==> config.mk <==
export PLATFORM = sky130hd
export DESIGN_NAME = spi_send_arbiter
export DESIGN_NICKNAME = d
export VERILOG_FILES = /design/src/rtl/spi_send_arbiter.sv
export SDC_FILE = /design/constraint.sdc
export NUM_CORES = 1
export LEC_CHECK = 0
export CORE_ASPECT_RATIO = 0.5
export CORE_MARGIN = 3
export CORE_UTILIZATION = 51
export CTS_BUF_LIST = sky130_fd_sc_hd__clkbuf_2
export DETAILED_ROUTE_END_ITERATION = 8
export GPL_TIMING_DRIVEN = 1
export PLACE_DENSITY = 0.81
export SLEW_MARGIN = 20
export SYNTH_ARGS = -nofsm -noshare
export SYNTH_HDL_FRONTEND = slang
export SYNTH_SLANG_ARGS = --single-unit
==> constraint.sdc <==
create_clock -name clk -period 2.1 [get_ports clk]
set_input_delay 0.21 -clock clk [delete_from_list [all_inputs] [get_ports clk]]
set_output_delay 0.21 -clock clk [all_outputs]
set_load 0.05 [all_outputs]
==> src/rtl/spi_send_arbiter.sv <==
// ============================================================================
// Module      : spi_send_arbiter
// Description : Round-robin, burst-granular arbiter sharing one SPI byte
//               sender between two byte-stream requesters.
// Revision    : 1.0 - initial release
// ============================================================================
`default_nettype none

module spi_send_arbiter #(
  parameter int BUSY_TIMEOUT = 1000,
  parameter int TO_W         = 10
) (
  input  logic       clk,
  input  logic       rst_n,
  input  logic       req0_valid,
  input  logic       req0_dc,
  input  logic [7:0] req0_data,
  input  logic       req0_last,
  output logic       req0_ready,
  input  logic       req1_valid,
  input  logic       req1_dc,
  input  logic [7:0] req1_data,
  input  logic       req1_last,
  output logic       req1_ready,
  output logic       send_en,
  output logic       send_dc,
  output logic [7:0] send_data,
  input  logic       send_busy,
  output logic [1:0] grant,
  output logic       err_timeout
);

  localparam logic [2:0] c_ARB     = 3'd0;
  localparam logic [2:0] c_IDLE    = 3'd1;
  localparam logic [2:0] c_ISSUE   = 3'd2;
  localparam logic [2:0] c_WAIT_HI = 3'd3;
  localparam logic [2:0] c_WAIT_LO = 3'd4;

  // The ISSUE cycle is the first counted send_en cycle, so the last allowed one
  // is reached when the counter holds BUSY_TIMEOUT-1.
  localparam logic [TO_W-1:0] c_TO_LAST = TO_W'(BUSY_TIMEOUT - 1);

  logic [2:0]      r_state, w_state_nxt;
  logic [1:0]      r_grant, w_grant_nxt;
  logic            r_last_served, w_last_served_nxt;
  logic            r_last, w_last_nxt;
  logic [TO_W-1:0] r_to_cnt, w_to_cnt_nxt;
  logic            r_send_en, w_send_en_nxt;
  logic            r_send_dc, w_send_dc_nxt;
  logic [7:0]      r_send_data, w_send_data_nxt;
  logic [1:0]      r_ready, w_ready_nxt;
  logic            r_err, w_err_nxt;

  logic       w_own_valid;
  logic       w_own_dc;
  logic [7:0] w_own_data;
  logic       w_own_last;
  logic       w_issue;
  logic       w_to_hit;

  assign w_own_valid = r_grant[1] ? req1_valid : (r_grant[0] & req0_valid);
  assign w_own_dc    = r_grant[1] ? req1_dc    : req0_dc;
  assign w_own_data  = r_grant[1] ? req1_data  : req0_data;
  assign w_own_last  = r_grant[1] ? req1_last  : req0_last;
  assign w_issue     = w_own_valid && !send_busy;
  assign w_to_hit    = (r_to_cnt == c_TO_LAST);

  always_ff @(posedge clk or negedge rst_n) begin
    if (!rst_n) begin
      r_state       <= c_ARB;
      r_grant       <= 2'b00;
      r_last_served <= 1'b1;
      r_last        <= 1'b0;
      r_to_cnt      <= '0;
      r_send_en     <= 1'b0;
      r_send_dc     <= 1'b0;
      r_send_data   <= 8'h00;
      r_ready       <= 2'b00;
      r_err         <= 1'b0;
    end else begin
      r_state       <= w_state_nxt;
      r_grant       <= w_grant_nxt;
      r_last_served <= w_last_served_nxt;
      r_last        <= w_last_nxt;
      r_to_cnt      <= w_to_cnt_nxt;
      r_send_en     <= w_send_en_nxt;
      r_send_dc     <= w_send_dc_nxt;
      r_send_data   <= w_send_data_nxt;
      r_ready       <= w_ready_nxt;
      r_err         <= w_err_nxt;
    end
  end

  always_comb begin
    w_state_nxt = r_state;
    case (r_state)
      c_ARB:     if (req0_valid || req1_valid) w_state_nxt = c_IDLE;
      c_IDLE:    if (w_issue) w_state_nxt = c_ISSUE;
      c_ISSUE:   w_state_nxt = c_WAIT_HI;
      c_WAIT_HI: if (send_busy || w_to_hit) w_state_nxt = c_WAIT_LO;
      c_WAIT_LO: if (!send_busy) w_state_nxt = r_last ? c_ARB : c_IDLE;
      default:   w_state_nxt = c_ARB;
    endcase
  end

  always_comb begin
    w_grant_nxt       = r_grant;
    w_last_served_nxt = r_last_served;
    w_last_nxt        = r_last;
    w_to_cnt_nxt      = r_to_cnt;
    w_send_en_nxt     = r_send_en;
    w_send_dc_nxt     = r_send_dc;
    w_send_data_nxt   = r_send_data;
    w_ready_nxt       = 2'b00;
    w_err_nxt         = 1'b0;
    case (r_state)
      c_ARB: begin
        // On a tie the requester that was not served last wins.
        if (req0_valid && (!req1_valid || r_last_served)) w_grant_nxt = 2'b01;
        else if (req1_valid)                              w_grant_nxt = 2'b10;
      end
      c_IDLE: begin
        if (w_issue) begin
          w_send_en_nxt   = 1'b1;
          w_send_dc_nxt   = w_own_dc;
          w_send_data_nxt = w_own_data;
          w_last_nxt      = w_own_last;
          w_ready_nxt     = r_grant;
          w_to_cnt_nxt    = '0;
        end
      end
      c_ISSUE: begin
        w_to_cnt_nxt = r_to_cnt + TO_W'(1);
      end
      c_WAIT_HI: begin
        if (send_busy) begin
          w_send_en_nxt = 1'b0;
        end else if (w_to_hit) begin
          w_send_en_nxt = 1'b0;
          w_err_nxt     = 1'b1;
        end else begin
          w_to_cnt_nxt = r_to_cnt + TO_W'(1);
        end
      end
      c_WAIT_LO: begin
        if (!send_busy && r_last) begin
          w_last_served_nxt = r_grant[1];
          w_grant_nxt       = 2'b00;
        end
      end
      default: begin
        w_grant_nxt   = 2'b00;
        w_send_en_nxt = 1'b0;
      end
    endcase
  end

  assign req0_ready  = r_ready[0];
  assign req1_ready  = r_ready[1];
  assign send_en     = r_send_en;
  assign send_dc     = r_send_dc;
  assign send_data   = r_send_data;
  assign grant       = r_grant;
  assign err_timeout = r_err;

endmodule

`default_nettype wire

# After elaboration in Yosys (flattened, before gate mapping)
# Cells that the tools add are included.
[classes]
addsub = 1
n_mul = 0
div_mod_pow = 0
magnitude_cmp = 0
eq_ne = 14
shifts = 0
mux = 27
n_bitwise = 3
reduce_logical = 18
[ops]
columns = ["op", "count"]
rows = [
  ["10-bit 2-to-1 mux", 3],
  ["10-bit case mux with 3 select lines", 1],
  ["3-bit case mux with 5 select lines", 1],
  ["2-bit != test, second input constant", 7],
  ["3-bit 2-to-1 mux", 4],
  ["10-bit by 1-bit adder with 10-bit output, second input constant", 1],
  ["10-bit equality test, second input constant", 1],
  ["1-bit 2-to-1 mux", 10],
  ["2-bit 2-to-1 mux", 5],
  ["8-bit 2-to-1 mux", 1],
  ["4-bit AND reduction", 2],
  ["3-bit by 2-bit equality test with 1-bit output, second input constant", 2],
  ["3-bit != test, second input constant", 2],
  ["2-bit case mux with 3 select lines", 1],
  ["3-bit AND reduction", 2],
  ["3-bit OR reduction", 2],
  ["2-bit AND reduction", 2],
  ["3-bit by 1-bit equality test with 1-bit output, second input constant", 1],
  ["3-bit equality test, second input constant", 1],
  ["1-bit logical AND", 3],
  ["3-bit zero test", 1],
  ["1-bit logical OR", 3],
  ["1-bit case mux with 3 select lines", 1],
  ["3-bit nonzero test", 1],
  ["other kinds (3)", 5],
]
[word_totals]
regBits = 30
latch_bits = 0
ram_bits = 0
rom_bits = 0
inputBits = 25
out_inout_bits = 15
elab_cells = 73
n_memories = 0

# Logic depth before layout (Yosys ltp)
[logic_depth]
ltp_word = 5
ltp_mapped = 7

# Least setup slack after synthesis
# Ideal clock, no wire load.
[synth_timing]
kind = "register to register"
from = "reg r_grant[1] (netlist: grant[1])"
to = "reg r_to_cnt[3]"
t_arrival_ns = 1.750
t_required_ns = 2.005
path_slack_ns = 0.255
stages_incl_launch_ff = 7
path_buffers = 2
period_less_slack_ns = 1.845
cell_sequence = "dfrtp_1 buf_2 and4bb_1 a311oi_4 buf_6 o31ai_1 o31ai_1"
[synth_between]
elab_chain_cells = 4
[synth_lines]
columns = ["item", "line", "text"]
rows = [
  ["from (decl)", "44", "logic [1:0] r_grant, w_grant_nxt;"],
  ["from (signal assigned)", "82", "r_grant <= w_grant_nxt;"],
  ["1-bit 2-to-1 mux", "61", "assign w_own_valid = r_grant[1] ? req1_valid : (r_grant[0] & req0_valid);"],
  ["1-bit logical AND", "65", "assign w_issue = w_own_valid && !send_busy;"],
  ["2-bit != test (no source line)", "-", ""],
  ["4-bit AND reduction (no source line)", "-", ""],
  ["to (signal assigned)", "85", "r_to_cnt <= w_to_cnt_nxt;"],
  ["to (decl)", "47", "logic [TO_W-1:0] r_to_cnt, w_to_cnt_nxt;"],
]
# Every way passes these cells.
# A chain may end at the register's enable or synchronous reset.

# Worst setup path in the final report
[layout_timing]
from = "reg r_grant[0] (netlist: grant[0])"
to = "out grant[0]"
[layout_lines]
columns = ["item", "line", "text"]
rows = [
  ["to (decl)", "29", "output logic [1:0] grant,"],
]
# No word-level cell between the ends.

==> flow_summary.html <==
<table>
<tr><th>Metric</th><th>Value</th></tr>
<tr><th colspan="2">Detailed routing</th></tr>
<tr><td>Number of routed nets with antenna violations</td><td>0</td></tr>
<tr><td>DRC Markers</td><td>0</td></tr>
<tr><td>Vias after detailed routing</td><td>1,407</td></tr>
<tr><td>Number of search-and-repair iterations in the first detailed-routing pass</td><td>4</td></tr>
<tr><td>Detailed-route vias per instance</td><td>5.72</td></tr>
<tr><td>Initial drt markers</td><td>65</td></tr>
<tr><td>Detailed-route wire length</td><td>3680 um</td></tr>
<tr><td>Detail-routed net length per standard cell</td><td>between 10 and 15 um</td></tr>
<tr><th colspan="2">Floorplan</th></tr>
<tr><td>Die extent in x</td><td>86.4 um</td></tr>
<tr><td>Height of the die</td><td>46.2 um</td></tr>
<tr><td>Rows</td><td>13</td></tr>
<tr><td>Number of top-level pins</td><td>40</td></tr>
<tr><td>Initial core utilization</td><td>58.3%</td></tr>
<tr><td>Placeable Area</td><td>0.00283 sq mm</td></tr>
<tr><td>Die Footprint</td><td>approximately 0.0040 sq mm</td></tr>
<tr><th colspan="2">Worst setup path</th></tr>
<tr><td>Logic depth of the worst setup path including buffers</td><td>1</td></tr>
<tr><td>Endpoint of the most critical setup path</td><td>grant[0]</td></tr>
<tr><td>Crit. End Element</td><td>output port</td></tr>
<tr><td>Critical path launch point</td><td>grant[0]</td></tr>
<tr><td>Number of buffer and inverter instances along the worst setup path</td><td>1</td></tr>
<tr><td>Cells on worst reg2reg path</td><td>5</td></tr>
<tr><td>Slowest cell on the critical path</td><td>clkdlybuf4s50_1</td></tr>
<tr><td>List of cells traversed by the critical path</td><td>clkdlybuf4s50_1</td></tr>
<tr><td>Data required time at the worst endpoint</td><td>1.89 ns</td></tr>
<tr><td>Worst endpoint data arrival time</td><td>about 1.7 ns</td></tr>
<tr><td>Stage delay of the slowest cell on the critical path</td><td>0.84 ns</td></tr>
<tr><td>Startpoint-to-endpoint class of the critical path</td><td>flip-flop to output port</td></tr>
<tr><td>End of the worst register-to-register path</td><td>r_to_cnt[5]</td></tr>
<tr><td>Worst Setup Start Kind</td><td>flip-flop</td></tr>
<tr><td>Worst setup slack for register-to-register paths</td><td>approximately 0.33 ns</td></tr>
<tr><td>Worst flop-to-flop path startpoint</td><td>r_state[1]</td></tr>
<tr><td>Family with the most delay on the worst path</td><td>buffers and inverters</td></tr>
<tr><td>CP Max Fanout</td><td>4</td></tr>
<tr><th colspan="2">Clocking</th></tr>
<tr><td>Clock tree root buffer cell</td><td>clkbuf_2</td></tr>
<tr><td>Hold-fix buffer count after cts</td><td>0</td></tr>
<tr><td>Cts repair resizes</td><td>0</td></tr>
<tr><td>H-tree level count</td><td>2</td></tr>
<tr><td>CTS Buf Count</td><td>5</td></tr>
<tr><td>Clock buffer depth</td><td>2</td></tr>
<tr><td>CTS sink cnt</td><td>30</td></tr>
<tr><td>Later-pin clock latency in the skew report</td><td>~0.37 ns</td></tr>
<tr><td>Post-CTS Setup Repair Bufs</td><td>0</td></tr>
<tr><td>CTS tree</td><td>yes</td></tr>
<tr><td>Clock-pin transition on the worst setup and hold timing paths</td><td>~0.17 ns</td></tr>
<tr><th colspan="2">Cells and area</th></tr>
<tr><td>Count of nets after finishing</td><td>234</td></tr>
<tr><td>Number of standard cells in the final layout excluding fillers</td><td>246</td></tr>
<tr><td>Filler cells</td><td>approximately 220</td></tr>
<tr><td>Share of post-route cells with drive strength above 1</td><td>12.0%</td></tr>
<tr><td>Number of diodes added for antenna fixing</td><td>0</td></tr>
<tr><td>Signed area change from the synthesized netlist to the final layout</td><td>26.4%</td></tr>
<tr><th colspan="2">Placed design</th></tr>
<tr><td>Post-DP HPWL</td><td>2670 um</td></tr>
<tr><td>Port bufs</td><td>39</td></tr>
<tr><td>Placed insts</td><td>238</td></tr>
<tr><td>Final RePlAce weighted congestion</td><td>~0.88</td></tr>
<tr><th colspan="2">STA</th></tr>
<tr><td>RSZ-0062 raised after global routing</td><td>no</td></tr>
<tr><td>Measured slew at the worst slew-check pin</td><td>approximately 0.52 ns</td></tr>
<tr><td>Slew Limit Fails</td><td>0</td></tr>
<tr><td>Number of failing setup endpoints in the final timing report</td><td>0</td></tr>
<tr><td>Worst slew margin relative to its limit</td><td>about two thirds</td></tr>
<tr><td>Hold Vio Cnt, Final</td><td>0</td></tr>
<tr><td>Highest clock rate</td><td>532 MHz</td></tr>
<tr><td>Period utilization</td><td>89.5%</td></tr>
<tr><td>Time the worst path needs with I/O delays and setup</td><td>1.88 ns</td></tr>
<tr><td>Maximum clock skew at final layout</td><td>0.0144 ns</td></tr>
<tr><td>Aggregate negative setup slack</td><td>0 ns</td></tr>
<tr><th colspan="2">Hold path</th></tr>
<tr><td>Class of the most critical hold timing path</td><td>input pin to async pin</td></tr>
<tr><th colspan="2">Yosys</th></tr>
<tr><td>Post-synthesis instance area</td><td>0.00165 sq mm</td></tr>
<tr><td>Cells after synthesis</td><td>168</td></tr>
<tr><td>Number of distinct standard cells referenced by the synthesized netlist</td><td>46</td></tr>
<tr><td>Share of cell area taken by muxes after synthesis</td><td>approximately 6.8%</td></tr>
<tr><td>Synth warnings</td><td>0</td></tr>
<tr><td>Adder-cell share of the synthesized area</td><td>0.759%</td></tr>
<tr><td>Dominant combinational cell family by area after synthesis</td><td>compound AO/OA/AOI/OAI gates</td></tr>
<tr><td>Fraction of the mapped netlist area in simple logic gates</td><td>18.6%</td></tr>
<tr><td>Syn_area_per_cell</td><td>9.82 sq um</td></tr>
<tr><td>Synthesized net count</td><td>194</td></tr>
<tr><td>Seq/Total Area, Yosys</td><td>45.6%</td></tr>
<tr><td>Fraction of the mapped netlist area in compound gates</td><td>21.4%</td></tr>
<tr><td>Fraction of synthesized cell area in xor and xnor cells</td><td>0.531%</td></tr>
<tr><td>Seq cells post-synth</td><td>30</td></tr>
<tr><th colspan="2">Pwr</th></tr>
<tr><td>LEAKAGE</td><td>0.916 nW</td></tr>
<tr><td>Largest voltage drop on the vdd net</td><td>800 uV</td></tr>
<tr><td>P per Cell Area</td><td>1360 mW/mm^2</td></tr>
<tr><th colspan="2">Global route</th></tr>
<tr><td>Largest net degree at the start of global routing</td><td>31</td></tr>
<tr><td>Congestion Overflow GR</td><td>0</td></tr>
<tr><td>Wire length of the first global-routing pass</td><td>6370 um</td></tr>
<tr><td>Vias in the first global route</td><td>1,382</td></tr>
<tr><td>All-Layer GR Usage</td><td>21.1%</td></tr>
<tr><td>Number of antenna violations at the first check in global routing</td><td>0</td></tr>
<tr><th colspan="2">Status</th></tr>
<tr><td>Status</td><td>complete, no violations</td></tr>
<tr><th colspan="2">Job</th></tr>
<tr><td>Max-capacitance violation count</td><td>0</td></tr>
</table>
synthesized netlist by cell type, drive strengths merged:
master / count / share of area (%)
a2111oi: 1 / 0.53
nor2: 9 / 2.0
and4bb: 1 / 0.76
nor4b: 1 / 0.53
or3: 1 / 0.38
xor2: 1 / 0.53
ha: 1 / 0.76
a21boi: 1 / 0.68
dfstp: 1 / 1.6
and4: 1 / 0.53
mux2: 1 / 0.68
a2111o: 1 / 0.68
dfrtp: 29 / 44
nand4: 2 / 0.76
or3b: 1 / 0.68
nand3b: 1 / 0.46
nand2: 18 / 4.1
nor2b: 2 / 0.76
mux2i: 10 / 6.1
o31ai: 9 / 4.4
a311oi: 1 / 1.6
nand3: 6 / 1.8
nand2b: 4 / 1.5
o2bb2ai: 1 / 0.53
buf: 10 / 4.6
a21oi: 3 / 0.91
a31oi: 3 / 1.1
a41oi: 1 / 0.53
nor3b: 2 / 0.91
a31o: 2 / 1.1
and3: 4 / 1.5
clkbuf: 2 / 0.46
o22ai: 3 / 1.5
a21o: 3 / 1.4
inv: 6 / 1.4
nor3: 5 / 1.8
o21a: 1 / 0.46
o21ai: 19 / 6.0
area by class of cell:
cell class	count	area, sq um	area share, %
flip-flops and latches	30	752	36.1
multi-input cells	120	792	38.0
inverters	6	22.5	1.08
clock inverters	2	8.76	0.420
clock buffers	6	30.0	1.44
well taps	37	46.3	2.22
repair buffers	45	433	20.8
cell families after synthesis:
logic type	after synthesis
AND/OR/NAND/NOR	58
flip-flops	30
XOR/XNOR	1
buffers and inverters	18
multiplexers	11
adder cells (fa/ha/maj)	1
AO/OA/AOI/OAI	49
registers in the layout, summed over array words and instances (netlist names):
name / cells
err_timeout: 1
grant: 2
r_last: 1
r_last_served: 1
r_ready: 2
r_state: 3
r_to_cnt: 10
send_data: 8
send_dc: 1
send_en: 1
metrics by stage:
| stage | setup WS [ns] | power (W) | hold slack, ns | cell area, sq um | util, % |
|---|---|---|---|---|---|
| after floorplan | 0.255 | 0.00216 | -0.0856 | 1650 | - |
| after global placement | 0.300 | 0.00252 | 0.465 | 2050 | 72.3 |
| after detailed placement | 0.237 | 0.00256 | 0.468 | 2050 | 72.3 |
| after CTS | 0.210 | 0.00285 | 0.193 | 2080 | 73.7 |
| after global routing | 0.149 | 0.00303 | 0.199 | 2080 | 73.7 |
| final | 0.222 | 0.00284 | 0.207 | 2080 | 73.7 |
how the worst min path moves through the flow:
stage,startpoint,to,cells after the start
finish,rst_n,r_state[2],2
global route,rst_n,r_to_cnt[8],2
CTS,rst_n,r_state[2],2
detailed placement,r_to_cnt[8],r_to_cnt[8],1
global placement,r_to_cnt[8],r_to_cnt[8],1
floorplan,rst_n,err_timeout,0
layout by cell type (no fill, tap or decap), types with 2 or more instances in the layout:
cell type	instances
nand4_1	2
nor2b_1	2
nand3_1	6
o21ai_1	15
a31o_2	2
nor3b_1	2
dfrtp_1	29
mux2i_1	10
nand2_1	18
o31ai_1	8
nand2b_1	4
o21ai_0	3
clkdlybuf4s50_1	38
inv_1	6
nor2_1	9
and3_1	4
nor3_1	4
a21o_1	3
clkbuf_2	6
buf_4	7
o22ai_1	2
a21oi_1	3
a31oi_1	3
layer usage:
metal  track usage [%]  part of all wire, %  vias to the layer above
met1              25.8                   46                      668
met2              35.7                   48                       31
li1                  -                    -                      699
met4              7.76                  1.6                        0
met3              6.79                  4.9                        9
met5                 0                    0                        -
where the power goes:
part / switching (W) / internal, W
Combinational: 0.000996 / 0.000619
Sequential: 0.000181 / 0.000757
Clock: 0.000204 / 0.0000819
Total: 0.00138 / 0.00146
Power figures use the tool's default switching activity.
